### src/rtl/mem_access_ctrl_pkg.sv
// Shared definitions for the memory access controller: access-size codes and FSM state encoding.
package mem_access_ctrl_pkg;

   localparam logic [2:0] SIZE_W  = 3'd0;
   localparam logic [2:0] SIZE_H  = 3'd1;
   localparam logic [2:0] SIZE_B  = 3'd2;
   localparam logic [2:0] SIZE_HU = 3'd3;
   localparam logic [2:0] SIZE_BU = 3'd4;

   typedef enum logic [1:0] {
      ST_IDLE   = 2'd0,
      ST_ACCESS = 2'd1,
      ST_WAIT   = 2'd2,
      ST_DONE   = 2'd3
   } state_t;

endpackage

### src/rtl/mem_access_ctrl_align_check.sv
// Combinational misalignment decode: halfwords need an even address, words a 4-byte boundary,
// and unknown size codes are always rejected. Used only when MEM_ALIGN_CHECK_EN is defined.
module align_check
   import mem_access_ctrl_pkg::*;
(
   input  logic [2:0] size,
   input  logic [1:0] addr_lo,
   output logic       misaligned
);

   always_comb begin
      misaligned = 1'b0;
      case (size)
         SIZE_W:           misaligned = (addr_lo != 2'b00);
         SIZE_H, SIZE_HU:  misaligned = addr_lo[0];
         SIZE_B, SIZE_BU:  misaligned = 1'b0;
         default:          misaligned = 1'b1;
      endcase
   end

endmodule

### src/rtl/mem_access_ctrl.sv
// Single-outstanding load/store sequencer: IDLE -> ACCESS -> WAIT(WAIT_CYCLES) -> DONE, response 2+WAIT_CYCLES after accept.
// Optional macro MEM_ALIGN_CHECK_EN short-circuits misaligned requests straight to DONE with err_valid.
module mem_access_ctrl
   import mem_access_ctrl_pkg::*;
#(
   parameter int WAIT_CYCLES = 1
) (
   input  logic        clk,
   input  logic        Reset,
   input  logic        req_valid,
   output logic        req_ready,
   input  logic        req_we,
   input  logic [2:0]  req_size,
   input  logic [31:0] req_addr,
   input  logic [31:0] req_wdata,
   input  logic [31:0] req_pc,
   output logic        dm_wr,
   output logic [31:0] dm_addr,
   output logic [31:0] dm_din,
   output logic [2:0]  dm_size,
   input  logic [31:0] dm_dout,
   output logic        resp_valid,
   output logic [31:0] resp_rdata,
   output logic [31:0] resp_pc,
   output logic        err_valid
);

   localparam logic [3:0] WAIT_LOAD = 4'(WAIT_CYCLES - 1);

   state_t      state_q, state_d;
   logic [3:0]  cnt_q, cnt_d;
   logic        we_q, we_d;
   logic [2:0]  size_q, size_d;
   logic [31:0] addr_q, addr_d;
   logic [31:0] wdata_q, wdata_d;
   logic [31:0] pc_q, pc_d;
   logic        dm_wr_q, dm_wr_d;
   logic        resp_valid_q, resp_valid_d;
   logic        err_valid_q, err_valid_d;
   logic [31:0] rdata_q, rdata_d;
   logic [31:0] rpc_q, rpc_d;
   logic        misaligned;
   logic        finish;
   logic        in_access;

`ifdef MEM_ALIGN_CHECK_EN
   align_check u_align_check (
      .size       (req_size),
      .addr_lo    (req_addr[1:0]),
      .misaligned (misaligned)
   );
`else
   assign misaligned = 1'b0;
`endif

   always_comb begin
      state_d      = state_q;
      cnt_d        = cnt_q;
      we_d         = we_q;
      size_d       = size_q;
      addr_d       = addr_q;
      wdata_d      = wdata_q;
      pc_d         = pc_q;
      dm_wr_d      = 1'b0;
      resp_valid_d = 1'b0;
      err_valid_d  = 1'b0;
      rdata_d      = rdata_q;
      rpc_d        = rpc_q;
      finish       = 1'b0;
      case (state_q)
         ST_IDLE: begin
            if (req_valid) begin
               we_d    = req_we;
               size_d  = req_size;
               addr_d  = req_addr;
               wdata_d = req_wdata;
               pc_d    = req_pc;
               if (misaligned) begin
                  state_d      = ST_DONE;
                  resp_valid_d = 1'b1;
                  err_valid_d  = 1'b1;
                  rdata_d      = '0;
                  rpc_d        = req_pc;
               end else begin
                  state_d = ST_ACCESS;
                  dm_wr_d = req_we;
               end
            end
         end
         ST_ACCESS: begin
            if (WAIT_CYCLES > 0) begin
               state_d = ST_WAIT;
               cnt_d   = WAIT_LOAD;
            end else begin
               finish = 1'b1;
            end
         end
         ST_WAIT: begin
            if (cnt_q == 4'd0) begin
               finish = 1'b1;
            end else begin
               cnt_d = cnt_q - 4'd1;
            end
         end
         default: begin
            state_d = ST_IDLE;
         end
      endcase
      // memory read data is sampled on the edge that leaves the last settle cycle
      if (finish) begin
         state_d      = ST_DONE;
         resp_valid_d = 1'b1;
         rdata_d      = we_q ? 32'd0 : dm_dout;
         rpc_d        = pc_q;
      end
   end

   always_ff @(posedge clk or posedge Reset) begin
      if (Reset) begin
         state_q      <= ST_IDLE;
         cnt_q        <= '0;
         we_q         <= 1'b0;
         size_q       <= '0;
         addr_q       <= '0;
         wdata_q      <= '0;
         pc_q         <= '0;
         dm_wr_q      <= 1'b0;
         resp_valid_q <= 1'b0;
         err_valid_q  <= 1'b0;
         rdata_q      <= '0;
         rpc_q        <= '0;
      end else begin
         state_q      <= state_d;
         cnt_q        <= cnt_d;
         we_q         <= we_d;
         size_q       <= size_d;
         addr_q       <= addr_d;
         wdata_q      <= wdata_d;
         pc_q         <= pc_d;
         dm_wr_q      <= dm_wr_d;
         resp_valid_q <= resp_valid_d;
         err_valid_q  <= err_valid_d;
         rdata_q      <= rdata_d;
         rpc_q        <= rpc_d;
      end
   end

   assign in_access  = (state_q == ST_ACCESS) || (state_q == ST_WAIT);
   assign req_ready  = (state_q == ST_IDLE);
   assign dm_wr      = dm_wr_q;
   assign dm_addr    = in_access ? addr_q  : 32'd0;
   assign dm_din     = in_access ? wdata_q : 32'd0;
   assign dm_size    = in_access ? size_q  : 3'd0;
   assign resp_valid = resp_valid_q;
   assign err_valid  = err_valid_q;
   assign resp_rdata = rdata_q;
   assign resp_pc    = rpc_q;

endmodule

### config.mk
export PLATFORM = sky130hd
export DESIGN_NAME = mem_access_ctrl
export DESIGN_NICKNAME = d
export VERILOG_FILES = /design/src/rtl/mem_access_ctrl_pkg.sv /design/src/rtl/mem_access_ctrl_align_check.sv /design/src/rtl/mem_access_ctrl.sv
export SDC_FILE = /design/constraint.sdc
export NUM_CORES = 1
export LEC_CHECK = 0
export CAP_MARGIN = 40
export CELL_PAD_IN_SITES_DETAIL_PLACEMENT = 1
export CELL_PAD_IN_SITES_GLOBAL_PLACEMENT = 1
export CORE_ASPECT_RATIO = 1.4
export CORE_MARGIN = 2
export CORE_UTILIZATION = 36
export CTS_BUF_LIST = sky130_fd_sc_hd__clkbuf_4 sky130_fd_sc_hd__clkbuf_8
export CTS_CLUSTER_SIZE = 30
export DETAILED_ROUTE_END_ITERATION = 8
export PLACE_DENSITY = 0.85
export RECOVER_POWER = 25
export SETUP_SLACK_MARGIN = 0.3
export SLEW_MARGIN = 0
export SYNTH_ARGS = -nofsm -noshare
export SYNTH_HDL_FRONTEND = slang
export SYNTH_SLANG_ARGS = --single-unit
### constraint.sdc
create_clock -name clk -period 7.85 [get_ports clk]
set_input_delay 1.57 -clock clk [delete_from_list [all_inputs] [get_ports clk]]
set_output_delay 1.57 -clock clk [all_outputs]
set_load 0.02 [all_outputs]
=== Word-level counts from Yosys, hierarchy flattened ===
Cells that the tools add are included.

* Word-level logic and storage cells: 38
* Flip-flop bits (word level): 172
* Input bits: 135
* Output and inout port bits: 135

* Reduce and logical (&&, ||, !) cells: 7
* Eq/ne operators: 5
* Add/sub/neg operators: 1
* Multiplexer cells: 14

{| class="wikitable"
|+ Operator list
! cell !! count
|-
| 32-bit two-way mux || 3
|-
| 4-bit case mux with 2 select lines || 1
|-
| 2-bit case mux with 3 select lines || 1
|-
| 2-bit AND reduction || 3
|-
| 1-bit two-way mux || 5
|-
| 4-bit zero test || 1
|-
| 2-bit two-way mux || 2
|-
| 4-bit two-way mux || 1
|-
| 2-bit != test (second input constant) || 2
|-
| 4-bit by 1-bit subtractor with 4-bit output (second input constant) || 1
|-
| 3-bit two-way mux || 1
|-
| 3-bit by 2-bit != test with 1-bit output (second input constant) || 1
|-
| 2-bit by 1-bit equality test with 1-bit output (second input constant) || 1
|-
| 2-bit equality test (second input constant) || 1
|-
| 2-bit zero test || 1
|-
| 2-bit nonzero test || 1
|-
| 1-bit logical OR || 1
|}

=== Logic depth before layout (Yosys ltp) ===
* Word-level depth: 5
* Gate-level depth with buffers: 8
* Depth with buffers taken out: 5

=== Least setup slack after synthesis ===
OpenSTA, ideal clock, no wires.

* Kind: reg-to-output
* Start: reg state_q[0]
* End: out dm_addr[0]
* Cell stages (with the launch flop): 6
* Slack: 4982 ps
* Arrival: 1298 ps
* Required time: 6280 ps
* Buffers on the path: 2
* Path through: dfrtp_1 > inv_1 > ha_1 > buf_2 > clkbuf_1 > and2_1

* Word-level cells in the longest chain between the ends: 3
* Elaborated cells on any way between the ends: 4
* Those cells by class: eq/ne: 2; mux: 1; reduce/logical: 1

{| class="wikitable"
|+ RTL lines
! element !! RTL line !! RTL
|-
| from (decl) || mem_access_ctrl.sv:30 || <nowiki>state_t state_q, state_d;</nowiki>
|-
| from (signal assigned) || mem_access_ctrl.sv:133 || <nowiki>state_q <= state_d;</nowiki>
|-
| 2-bit by 1-bit equality test with 1-bit output or 2-bit equality test (tied branches) || mem_access_ctrl.sv:148 || <nowiki>assign in_access = (state_q == ST_ACCESS) || (state_q == ST_WAIT);</nowiki>
|-
| 1-bit logical OR (*) || mem_access_ctrl.sv:148 ||
|-
| 32-bit two-way mux (*) || mem_access_ctrl.sv:151 || <nowiki>assign dm_addr = in_access ? addr_q : 32'd0;</nowiki>
|-
| to (decl) || mem_access_ctrl.sv:18 || <nowiki>output logic [31:0] dm_addr,</nowiki>
|}

Mark *: on every way between the ends. The rest lies on a longest branch, timed or not.

=== Worst setup path in the final report ===
* Start: reg state_q[0]
* End: out dm_din[0]

* Word-level cells in the longest chain between the ends: 3
* Elaborated cells on any way between the ends: 4
* Those cells by class: eq/ne: 2; mux: 1; reduce/logical: 1

{| class="wikitable"
|+ RTL lines
! element !! RTL line !! RTL
|-
| 2-bit by 1-bit equality test with 1-bit output or 2-bit equality test (tied branches) || mem_access_ctrl.sv:148 ||
|-
| 1-bit logical OR (*) || mem_access_ctrl.sv:148 ||
|-
| 32-bit two-way mux (*) || mem_access_ctrl.sv:152 || <nowiki>assign dm_din = in_access ? wdata_q : 32'd0;</nowiki>
|-
| to (decl) || mem_access_ctrl.sv:19 || <nowiki>output logic [31:0] dm_din,</nowiki>
|}

Marked as above.

==> impl_metrics.tcl <==
set metrics [dict create \
    antennaDiodeCount 0 \
    syn_to_final_growth_pct 43.9 \
    wirelength_um 18400 \
    num_rows 61 \
    die_x_um 124 \
    clk_path_buf_depth 2 \
    clk_latency_ns 0.46 \
    die-area_um2 21200 \
    portBuffers 268 \
    vias_per_cell 4.66 \
    critPathKind "flop to primary output" \
    place_inst 1027 \
    vdd_drop_max_v 0.000248 \
    cts_buffers 17 \
    ant_nets 0 \
    coreArea_um2 19800 \
    synth_top_area_share_pct 59.6 \
    crit_slowest_cell "clkbuf_1" \
    yosys_warnings 0 \
    p_leak_nw 4.40 \
    die_h_um 172 \
    violations "capacitance limit, slew limit" \
    antenna_found_initial 0 \
    hpwl_um 13000 \
    max_freq_mhz 179 \
    cts_tree "yes" \
    required_ns 6.28 \
    status "finished with violations" \
    cp_cell_sequence "inv_1 > ha_1 > clkbuf_1 > and2_1 > clkdlybuf4s50_1" \
    relSlewSlack_pct -70.1 \
    seq_area_frac_synth_pct 59.6 \
    synthTopCellsByArea "dfrtp_1 60%, mux2_2 15%, mux2_4 6.7%, and2_1 5.8%, nand2b_1 2.9%" \
    clock-sinks 172 \
    max_stage_delay_ns 1.78 \
    fin_setup_tns_ns 0 \
    worstPathArrival_ns 4.02 \
    synth-seq-cells 172 \
    clk_pin_slew_ns 0.09 \
    cts_root_buf "clkbuf_8" \
    setup_viol 0 \
    timing.final.crit_period_ns 5.59 \
    gr-total-overflow 0 \
    nets 933 \
    tightestPinTransition_ns 2.55 \
    drive_above_1_share_pct 17.1 \
    yosysUniqueCellTypes 30 \
    yosys.area.top_type "dfrtp_1" \
    cap_viol_max_count 3 \
    ctsResizeCount 0 \
    hold_viol_final 0 \
    cp-start-kind "flop" \
    path_delay_family "buffers and inverters" \
    grt_pass1_vias 5485 \
    cts_setup_buffers 0 \
    instances_no_fill 1058 \
    first_iter_violations 178 \
    period_share_pct 71.2 \
    grt_pass1_wl_um 28700 \
    htree_levels 4 \
    rsz0062_at_grt "false" \
    p_per_area_nw_per_um2 454 \
    gp_congestion 0.763 \
    avgSynthCellArea_um2 13.5 \
    power_mw 4.72 \
    crit_buf_inv 3 \
    synthCells 534 \
    slew_viol_final 150 \
    skew_ns 0.0146 \
    grt_max_degree 73 \
    cts_hold_buf 0 \
    synthesis.area_um2 7220 \
    hold_class "flop to flop" \
    vias 4927 \
    critPathMaxFanout 72 \
    end_kind "primary output" \
    drc 0 \
    wl_per_cell_um 17.4 \
    dr.pass1.iters 4 \
    start_util_pct 36.5 \
    grt_use_total_pct 17.6 \
    pin_count 270 \
    synth_nets 673 \
]
layout make-up:
type	instances	area [µm²]
Multi-Input combinational cell	321	2590
Fill cell	2050	9380
Clock buffer	18	241
Sequential cell	172	4300
Timing Repair Buffer	274	2750
Clock inverter	13	156
Inverter	8	31.3
Tap cell	252	315
placed cells by master, fill, tap and decap left out, drive strengths merged, types with 2 or more instances in the layout:
master,instances
nand2b,33
clkdlybuf4s50,234
inv,13
and2,67
o21ai,34
clkbuf,20
clkinvlp,2
dlygate4sd3,34
ha,4
buf,4
a21oi,2
mux2,131
bufinv,2
a21o,2
clkinv,4
dfrtp,172
nand2,35
registers in the layout (all words and copies together) (netlist names), 2 cells and up:
| name | count |
|---|---|
| state_q | 2 |
| cnt_q | 4 |
| size_q | 3 |
| resp_pc | 32 |
| addr_q | 32 |
| pc_q | 32 |
| wdata_q | 32 |
| resp_rdata | 32 |
power breakdown:
part | internal [mW] | switching [mW] | leakage (nW)
combinational | 1.29 | 1.23 | 2.13
sequential | 1.32 | 0.231 | 2.07
clock | 0.294 | 0.346 | 0.202
total | 2.91 | 1.81 | 4.40
through the flow:
step	hold WS (ns)	util (%)	instance area, µm²	setup slack [ns]
3_3_place_gp	0.461	51.0	10100	3.96
3_5_place_dp	0.472	51.3	10100	3.92
6_report	0.488	52.5	10400	2.26
2_1_floorplan	0.471	-	7220	1.62
5_1_grt	0.501	52.5	10400	1.84
4_1_cts	0.493	53.3	10500	3.59
worst register-to-register path, delay by kind of cell, from the launching register on:
kind                       cells  cell delay (ns)
buffers and inverters          2             1.85
DFF                            1             0.38
AOI/OAI and AO/OA              1             0.45
adders and majority gates      1             0.28
and+or+nand+nor                1             0.38
synthesized netlist by cell type:
master / number
nand2_2: 1
nand2_1: 34
buf_2: 13
o2bb2ai_1: 1
buf_4: 2
clkbuf_1: 13
conb_1: 1
and2_1: 67
a311o_1: 1
mux2i_1: 1
nand4bb_1: 1
a21o_1: 2
inv_1: 7
a31oi_1: 1
nor2_1: 1
and3_1: 1
nor2b_1: 1
mux2_4: 32
o31ai_1: 1
inv_2: 1
or3_1: 1
o21ai_0: 34
ha_1: 4
nand2b_1: 33
a21oi_1: 2
o41ai_1: 1
buf_6: 5
mux2_2: 99
nand4b_1: 1
dfrtp_1: 172
path summary, 6_finish.rpt:
check                                 end  cells past startpoint  slack (ns)      startpoint
min in group asynchronous         pc_q[4]                      2        2.05           Reset
max reg2reg                      cnt_q[3]                      5        4.40      state_q[0]
min reg2reg                resp_rdata[14]                      2        0.49  resp_rdata[14]
min                        resp_rdata[14]                      2        0.49  resp_rdata[14]
max in group asynchronous         pc_q[2]                      4        3.91           Reset
max                             dm_din[0]                      5        2.26      state_q[0]
cell families (layout without fill, tap and decap cells):
group,Yosys count,after routing,synth area share [%]
multiplexers,132,132,22.2
other,1,1,0.0520
AND/OR/NAND/NOR,141,141,11.1
flip-flops,172,172,59.6
buffers and inverters,41,313,2.98
AO/OA/AOI/OAI,43,43,3.28
adder cells (fa/ha/maj),4,4,0.694
per-layer routing:
metal / GRT usage [%] / up-vias / part of all wire, %
met5: 0 / - / 0
met4: 6.32 / 0 / 1.9
met3: 7.23 / 26 / 9.1
met2: 30.4 / 185 / 52
met1: 19.3 / 2425 / 37
li1: - / 2291 / -
Power figures use the tool's default switching activity.
